$ cat src/rtl/div_unit_if.sv
`default_nettype none
// ---------------------------------------------------------------------------
// div_unit_if : request/response bundle between the EX stage and div_unit
// Rev 1.0
// ---------------------------------------------------------------------------
interface div_unit_if #(
  parameter int XLEN = 32
);
  logic            start;
  logic [2:0]      funct3;
  logic [XLEN-1:0] rs1;
  logic [XLEN-1:0] rs2;
  logic            flush;
  logic            ready;
  logic            done;
  logic [XLEN-1:0] result;

  modport master (
    output start, funct3, rs1, rs2, flush,
    input  ready, done, result
  );

  modport slave (
    input  start, funct3, rs1, rs2, flush,
    output ready, done, result
  );
endinterface
`default_nettype wire

$ cat src/rtl/div_unit.sv
`default_nettype none
// ---------------------------------------------------------------------------
// div_unit : iterative radix-2 restoring divider (DIV/DIVU/REM/REMU)
// Rev 1.0
// ---------------------------------------------------------------------------
module div_unit #(
  parameter int XLEN  = 32,
  parameter int CNT_W = 6
) (
  input  logic       clk,
  input  logic       rst,
  div_unit_if.slave  bus
);

  localparam logic [1:0] S_IDLE = 2'd0;
  localparam logic [1:0] S_CALC = 2'd1;
  localparam logic [1:0] S_FIX  = 2'd2;
  localparam logic [1:0] S_DONE = 2'd3;

  localparam logic [XLEN-1:0]  C_MIN  = {1'b1, {(XLEN-1){1'b0}}};
  localparam logic [CNT_W-1:0] C_LAST = CNT_W'(XLEN-1);

  logic [1:0]       state_q,   state_d;
  logic [CNT_W-1:0] cnt_q,     cnt_d;
  logic [XLEN-1:0]  rem_q,     rem_d;
  logic [XLEN-1:0]  quot_q,    quot_d;
  logic [XLEN-1:0]  divisor_q, divisor_d;
  logic             signed_q,  signed_d;
  logic             remop_q,   remop_d;
  logic             qneg_q,    qneg_d;
  logic             rneg_q,    rneg_d;
  logic [XLEN-1:0]  result_q,  result_d;

  logic            w_accept;
  logic            w_signed;
  logic            w_remop;
  logic [XLEN-1:0] w_abs1;
  logic [XLEN-1:0] w_abs2;
  logic            w_div0;
  logic            w_ovf;
  logic [XLEN-1:0] w_special_res;
  logic [XLEN:0]   w_rem_sh;
  logic [XLEN:0]   w_rem_sub;
  logic            w_ge;
  logic [XLEN-1:0] w_q_fix;
  logic [XLEN-1:0] w_r_fix;

  assign w_accept = bus.start & (state_q == S_IDLE) & bus.funct3[2] & ~bus.flush;
  assign w_signed = ~bus.funct3[0];
  assign w_remop  = bus.funct3[1];

  assign w_abs1 = (w_signed & bus.rs1[XLEN-1]) ? -bus.rs1 : bus.rs1;
  assign w_abs2 = (w_signed & bus.rs2[XLEN-1]) ? -bus.rs2 : bus.rs2;

  assign w_div0 = (bus.rs2 == '0);
  assign w_ovf  = w_signed & (bus.rs1 == C_MIN) & (bus.rs2 == '1);
  assign w_special_res = w_div0 ? (w_remop ? bus.rs1 : '1)
                                : (w_remop ? '0 : C_MIN);

  // Partial remainder stays below the divisor, so the top bit of the
  // XLEN+1-bit difference is exactly the borrow of the trial subtraction.
  assign w_rem_sh  = {rem_q, quot_q[XLEN-1]};
  assign w_rem_sub = w_rem_sh - {1'b0, divisor_q};
  assign w_ge      = ~w_rem_sub[XLEN];

  assign w_q_fix = (signed_q & qneg_q) ? -quot_q : quot_q;
  assign w_r_fix = (signed_q & rneg_q) ? -rem_q  : rem_q;

  always_comb begin
    state_d   = state_q;
    cnt_d     = cnt_q;
    rem_d     = rem_q;
    quot_d    = quot_q;
    divisor_d = divisor_q;
    signed_d  = signed_q;
    remop_d   = remop_q;
    qneg_d    = qneg_q;
    rneg_d    = rneg_q;
    result_d  = result_q;

    case (state_q)
      S_IDLE: begin
        if (w_accept) begin
          signed_d = w_signed;
          remop_d  = w_remop;
          qneg_d   = w_signed & (bus.rs1[XLEN-1] ^ bus.rs2[XLEN-1]);
          rneg_d   = w_signed & bus.rs1[XLEN-1];
          if (w_div0 | w_ovf) begin
            result_d = w_special_res;
            state_d  = S_DONE;
          end else begin
            rem_d     = '0;
            quot_d    = w_abs1;
            divisor_d = w_abs2;
            cnt_d     = '0;
            state_d   = S_CALC;
          end
        end
      end
      S_CALC: begin
        rem_d  = w_ge ? w_rem_sub[XLEN-1:0] : w_rem_sh[XLEN-1:0];
        quot_d = {quot_q[XLEN-2:0], w_ge};
        cnt_d  = cnt_q + CNT_W'(1);
        if (cnt_q == C_LAST) begin
          state_d = S_FIX;
        end
      end
      S_FIX: begin
        result_d = remop_q ? w_r_fix : w_q_fix;
        state_d  = S_DONE;
      end
      default: begin
        state_d = S_IDLE;
      end
    endcase

    // An aborted operation must leave the previously delivered result intact.
    if (bus.flush) begin
      state_d  = S_IDLE;
      result_d = result_q;
    end
  end

  always_ff @(posedge clk) begin
    if (rst) begin
      state_q   <= S_IDLE;
      cnt_q     <= '0;
      rem_q     <= '0;
      quot_q    <= '0;
      divisor_q <= '0;
      signed_q  <= 1'b0;
      remop_q   <= 1'b0;
      qneg_q    <= 1'b0;
      rneg_q    <= 1'b0;
      result_q  <= '0;
    end else begin
      state_q   <= state_d;
      cnt_q     <= cnt_d;
      rem_q     <= rem_d;
      quot_q    <= quot_d;
      divisor_q <= divisor_d;
      signed_q  <= signed_d;
      remop_q   <= remop_d;
      qneg_q    <= qneg_d;
      rneg_q    <= rneg_d;
      result_q  <= result_d;
    end
  end

  assign bus.ready  = (state_q == S_IDLE);
  assign bus.done   = (state_q == S_DONE);
  assign bus.result = result_q;

endmodule
`default_nettype wire
$ cat src/flat_wrapper.sv
// flat-port wrapper written by rule: the top's interface ports become plain ports
module div_unit_flat 
#(
  parameter int XLEN  = 32,
  parameter int CNT_W = 6
)
  (clk, rst, bus_start, bus_funct3, bus_rs1, bus_rs2, bus_flush, bus_ready, bus_done, bus_result);
  div_unit_if #(.XLEN(XLEN)) bus_i ();
  input  logic clk;
  input  logic rst;
  input wire logic [$bits(bus_i.start)-1:0] bus_start;
  input wire logic [$bits(bus_i.funct3)-1:0] bus_funct3;
  input wire logic [$bits(bus_i.rs1)-1:0] bus_rs1;
  input wire logic [$bits(bus_i.rs2)-1:0] bus_rs2;
  input wire logic [$bits(bus_i.flush)-1:0] bus_flush;
  output wire logic [$bits(bus_i.ready)-1:0] bus_ready;
  output wire logic [$bits(bus_i.done)-1:0] bus_done;
  output wire logic [$bits(bus_i.result)-1:0] bus_result;
  assign bus_i.start = bus_start;
  assign bus_i.funct3 = bus_funct3;
  assign bus_i.rs1 = bus_rs1;
  assign bus_i.rs2 = bus_rs2;
  assign bus_i.flush = bus_flush;
  assign bus_ready = bus_i.ready;
  assign bus_done = bus_i.done;
  assign bus_result = bus_i.result;
  div_unit #(.XLEN(XLEN), .CNT_W(CNT_W)) u_core (.clk(clk), .rst(rst), .bus(bus_i));
endmodule
$ cat config.mk
export PLATFORM = sky130hd
export DESIGN_NAME = div_unit_flat
export DESIGN_NICKNAME = d
export VERILOG_FILES = /design/src/rtl/div_unit_if.sv /design/src/rtl/div_unit.sv /design/src/flat_wrapper.sv
export SDC_FILE = /design/constraint.sdc
export NUM_CORES = 1
export LEC_CHECK = 0
export ABC_AREA = 1
export ABC_CLOCK_PERIOD_IN_PS = 3550
export BUFFER_PORTS_ARGS = -buffer_cell sky130_fd_sc_hd__buf_2
export CAP_MARGIN = 20
export CORE_UTILIZATION = 40
export CTS_CLUSTER_SIZE = 20
export DETAILED_ROUTE_END_ITERATION = 8
export PLACE_DENSITY = 0.63
export SYNTH_ARGS = -nofsm -noshare
export SYNTH_HDL_FRONTEND = slang
export SYNTH_SLANG_ARGS = --single-unit
$ cat constraint.sdc
create_clock -name clk -period 3.55 [get_ports clk]
set_input_delay 0.71 -clock clk [delete_from_list [all_inputs] [get_ports clk]]
set_output_delay 0.71 -clock clk [all_outputs]
set_load 0.1 [all_outputs]
==> out/results.ini <==
[status]
run_status = finished clean

[clocking]
ctsResizeCount = 0
cts_num_sinks = 140
cts_inserted_buffers = 17
clk_root_buffer_cell = sky130_fd_sc_hd__clkbuf_16
hold_bufs_inserted_after_cts = 0
clock_insertion_delay_worst_skew_ns = 0.44
cts.repair_timing.setup_buffer_count = 0
htree_depth = 4
cts_tree = built
cts.clk_slew.worst_paths_ns = 0.07
max-clock-path-buffers = 2

[yosys]
synth_area_leader_cell = sky130_fd_sc_hd__dfxtp_1
ys_dominant_reg_cell = sky130_fd_sc_hd__dfxtp_1
synth.area.top_cells = sky130_fd_sc_hd__dfxtp_1 (22%), sky130_fd_sc_hd__nand2_1 (18%), sky130_fd_sc_hd__nand3_1 (11%)
synthesis.yosys.warnings = 0
post-synth-top-area-fraction_pct = 21.6
asyncSetResetFlopFracSynth_pct = 0
synth_seq_area_share_pct = 21.6
postSynthRegisterBits = 140
post_syn_nets = 2422
cell_area_after_synthesis_um2 = 13000
synthCells = 2307
postSynthAreaPerCell_um2 = 5.63
synth-edff-count = 0
post_synth_num_cell_types = 48

[final_layout]
num-fill-cells = 3488
fin_nets = 2487
layout_cells_sized_above_1_pct = 8.47
layoutNonFillerInstCount = 2787
final_core_util_pct = 45.4
regArea_um2 = 2800
area_growth_syn_to_layout_pct = 10.8
multi_input_comb_area_um2 = 8470
antenna-diode-count = 0

[global_routing]
grt_util_all_layers_pct = 26.9
antenna_found_initial = 0
grt_pass1_vias = 13300
first_pass_grt_wire_length_mm = 71.0
globalRoute.totalOverflow = 0
pin_count_of_the_biggest_net_entering_global_routing = 56

[worst_setup_path]
critical_path.reg2reg.endpoint = u_core.quot_q[0]
cp_max_fo = 9
r2r.worst_path.cells = 17
critical_path.reg2reg.startpoint = u_core.quot_q[31]
highest_cell_delay_on_the_worst_timing_path_ns = 0.43
crit_required_ns = 3.88
worst_setup_path_startpoint = u_core.quot_q[31]
timing.critical_path.slowest_stage_cell = sky130_fd_sc_hd__fa_1
criticalPathCategory = flip-flop to flip-flop
worstSetupEndpointType = flip-flop
worst_setup_start_kind = flip-flop
r2r_slack_ns = 0.60
path_cells = inv_1 -> ha_1 -> fa_1 -> inv_1 -> nand2_1 -> nand2_1 -> nand3_1 -> nand2_1 -> nand2_1 -> nand2_1 -> nand2_2 -> nand3_1 -> nand2_2 -> nand2_1 -> o211ai_1 -> nand2_1 -> inv_1
critPathArrivalTime_ns = 3.28
path_common_cell = sky130_fd_sc_hd__nand2_1

[floorplan]
std_cell_rows = 65
design.core.area_um2 = 31700
design.die.area_um2 = 33200
die_height_um = 182
starting_density_of_the_core_pct = 41.0
fp.dieW_um = 182
ios = 105

[power]
pwr-share-clk_pct = 37.6
pwr-share-seq_pct = 34.3
power_density_nw_per_um2 = 340
switching_share_pct = 36.9
p_int_mw = 3.09
peakVddDrop_mv = 0.331
p_leak_nw = 7.33
switchingPower_mw = 1.81
power.combinational.fraction_pct = 28.1

[hold_path]
holdPathStages = 2
hold_path_end = u_core.bus.result[25]
hp-start = u_core.bus.result[25]
class_of_the_worst_hold_path = flip-flop to flip-flop

[detailed_routing]
final_antenna_net_count = 0
detail_route.iter0.violations = 1493
routed_wl_mm = 44.9
drc_errors = 0
dr_total_vias = 15000
drtPass1Iterations = 6
routedWlPerCell_um = 16.1
avgViaCountPerCell = 5.38

[timing]
timing_worst_slew_pin_value_ns = 0.969
period_needed_ns = 2.95
final_max_slew_viol_count = 0
rsz0062_at_grt = no
timing.clock.skew_ns = 0.0122
worst_slew_margin_rel_pct = 35.3
timing.final.setup_violations = 0
max_freq_ghz = 0.339
min_period_over_period_pct = 83.1
setup_tns_final_ns = 0
finalHoldViolCount = 0

[place]
placed_cells = 2755
detailed_place_hpwl_mm = 35.6
globalplace.congestion = 0.950
numPortBuffers = 104

[run]
max_cap_violations = 0

## layout by cell type, fill, tap and decap left out, types with 3 or more instances in the layout
cell type                   instances
sky130_fd_sc_hd__o21ai_0          164
sky130_fd_sc_hd__dfxtp_1          140
sky130_fd_sc_hd__o21a_1             3
sky130_fd_sc_hd__inv_1            335
sky130_fd_sc_hd__nor2_4             4
sky130_fd_sc_hd__nand2_2            6
sky130_fd_sc_hd__clkbuf_16         17
sky130_fd_sc_hd__nor4_1             6
sky130_fd_sc_hd__inv_2              8
sky130_fd_sc_hd__nand2_1          623
sky130_fd_sc_hd__buf_4             23
sky130_fd_sc_hd__ha_1              43
sky130_fd_sc_hd__and2_1             4
sky130_fd_sc_hd__a21oi_1          188
sky130_fd_sc_hd__nor3_1            16
sky130_fd_sc_hd__nor2_2             6
sky130_fd_sc_hd__a31oi_1            7
sky130_fd_sc_hd__nand3b_1           9
sky130_fd_sc_hd__a211oi_1           4
sky130_fd_sc_hd__buf_2            104
sky130_fd_sc_hd__nand4_1           34
sky130_fd_sc_hd__nor2_1           232
sky130_fd_sc_hd__o211ai_1           9
sky130_fd_sc_hd__inv_6              4
sky130_fd_sc_hd__nand3_2            5
sky130_fd_sc_hd__nand3_1          285
sky130_fd_sc_hd__xor2_1            48
sky130_fd_sc_hd__or2_2              7
sky130_fd_sc_hd__xnor2_1           16
sky130_fd_sc_hd__clkinv_4           4
sky130_fd_sc_hd__o31ai_1            3
## Yosys cell counts (9+ instances only)
| master | count |
|---|---|
| sky130_fd_sc_hd__a21oi_1 | 188 |
| sky130_fd_sc_hd__nand3b_1 | 9 |
| sky130_fd_sc_hd__nand2_1 | 623 |
| sky130_fd_sc_hd__o21ai_0 | 164 |
| sky130_fd_sc_hd__nand4_1 | 34 |
| sky130_fd_sc_hd__buf_2 | 13 |
| sky130_fd_sc_hd__nor2_1 | 232 |
| sky130_fd_sc_hd__o211ai_1 | 9 |
| sky130_fd_sc_hd__nand3_1 | 285 |
| sky130_fd_sc_hd__xor2_1 | 48 |
| sky130_fd_sc_hd__nor3_1 | 16 |
| sky130_fd_sc_hd__xnor2_1 | 16 |
| sky130_fd_sc_hd__clkbuf_1 | 51 |
| sky130_fd_sc_hd__ha_1 | 43 |
| sky130_fd_sc_hd__inv_1 | 335 |
| sky130_fd_sc_hd__dfxtp_1 | 140 |
## state kept, by name (all words and copies together) (netlist names)
| signal | flops |
|---|---|
| u_core.cnt_q | 6 |
| u_core.quot_q | 32 |
| u_core.qneg_q | 1 |
| u_core.state_q | 2 |
| u_core.remop_q | 1 |
| u_core.signed_q | 1 |
| u_core.rneg_q | 1 |
| u_core.divisor_q | 32 |
| u_core.bus.result | 32 |
| u_core.rem_q | 32 |
## logic make-up after synthesis
group	count (synthesis)	share of synthesized area [%]
simple gates	1244	41.1
buf+inv	429	13.2
compound gates	386	15.5
flops	140	21.6
xor+xnor	64	4.32
fa+ha+maj	44	4.30
## worst max-delay path by stage
stage,depth (start not counted),to,slack [ns]
2_1_floorplan,13,u_core.bus.result[19],0.78
3_3_place_gp,13,u_core.bus.result[0],0.34
3_5_place_dp,12,u_core.bus.result[16],0.28
4_1_cts,16,u_core.rem_q[14],0.64
5_1_grt,16,u_core.rem_q[11],0.33
6_report,17,u_core.quot_q[0],0.60
## layer usage
layer  part of all wire, %  global-route usage [%]
met2                    44                    42.3
met1                    48                    38.8
met3                   6.1                    2.61
met5                     0                       0
met4                   2.0                    7.53
## critical path, delay by kind of cell, from the launching register on
kind                       cells  cell delay (ns)
DFF                            1             0.36
AOI/OAI and AO/OA              1             0.13
and+or+nand+nor               11             1.39
buffers and inverters          3             0.26
adders and majority gates      2             0.69
## power groups by stage
stage                     combinational (mW)  sequential, mW  clock (mW)
after floorplan                        0.934            1.74           0
after global placement                  1.34            1.71           0
after detailed placement                1.35            1.71           0
after CTS                               1.36            1.68        1.86
after global routing                    1.54            1.68        1.92
final                                   1.38            1.68        1.84
## metrics by stage
stage                     power, mW  area (um^2)  worst slack [ns]  hold WS (ns)
after floorplan                2.67        13000             0.782         0.432
after global placement         3.05        13800             0.337         0.455
after detailed placement       3.06        13800             0.279         0.457
after CTS                      4.89        14400             0.641         0.468
after global routing           5.14        14400             0.328         0.498
final                          4.90        14400             0.601         0.465
## cell type report
class                           count  area share (%)
Clock buffer                       18            2.98
Clock inverter                     14            1.12
Inverter                          346            9.04
Multi-Input combinational cell   1738            58.8
Sequential cell                   140            19.5
Tap cell                          402            3.49
Timing Repair Buffer              129            5.09
No activity file was read; power rests on OpenSTA's default activity.
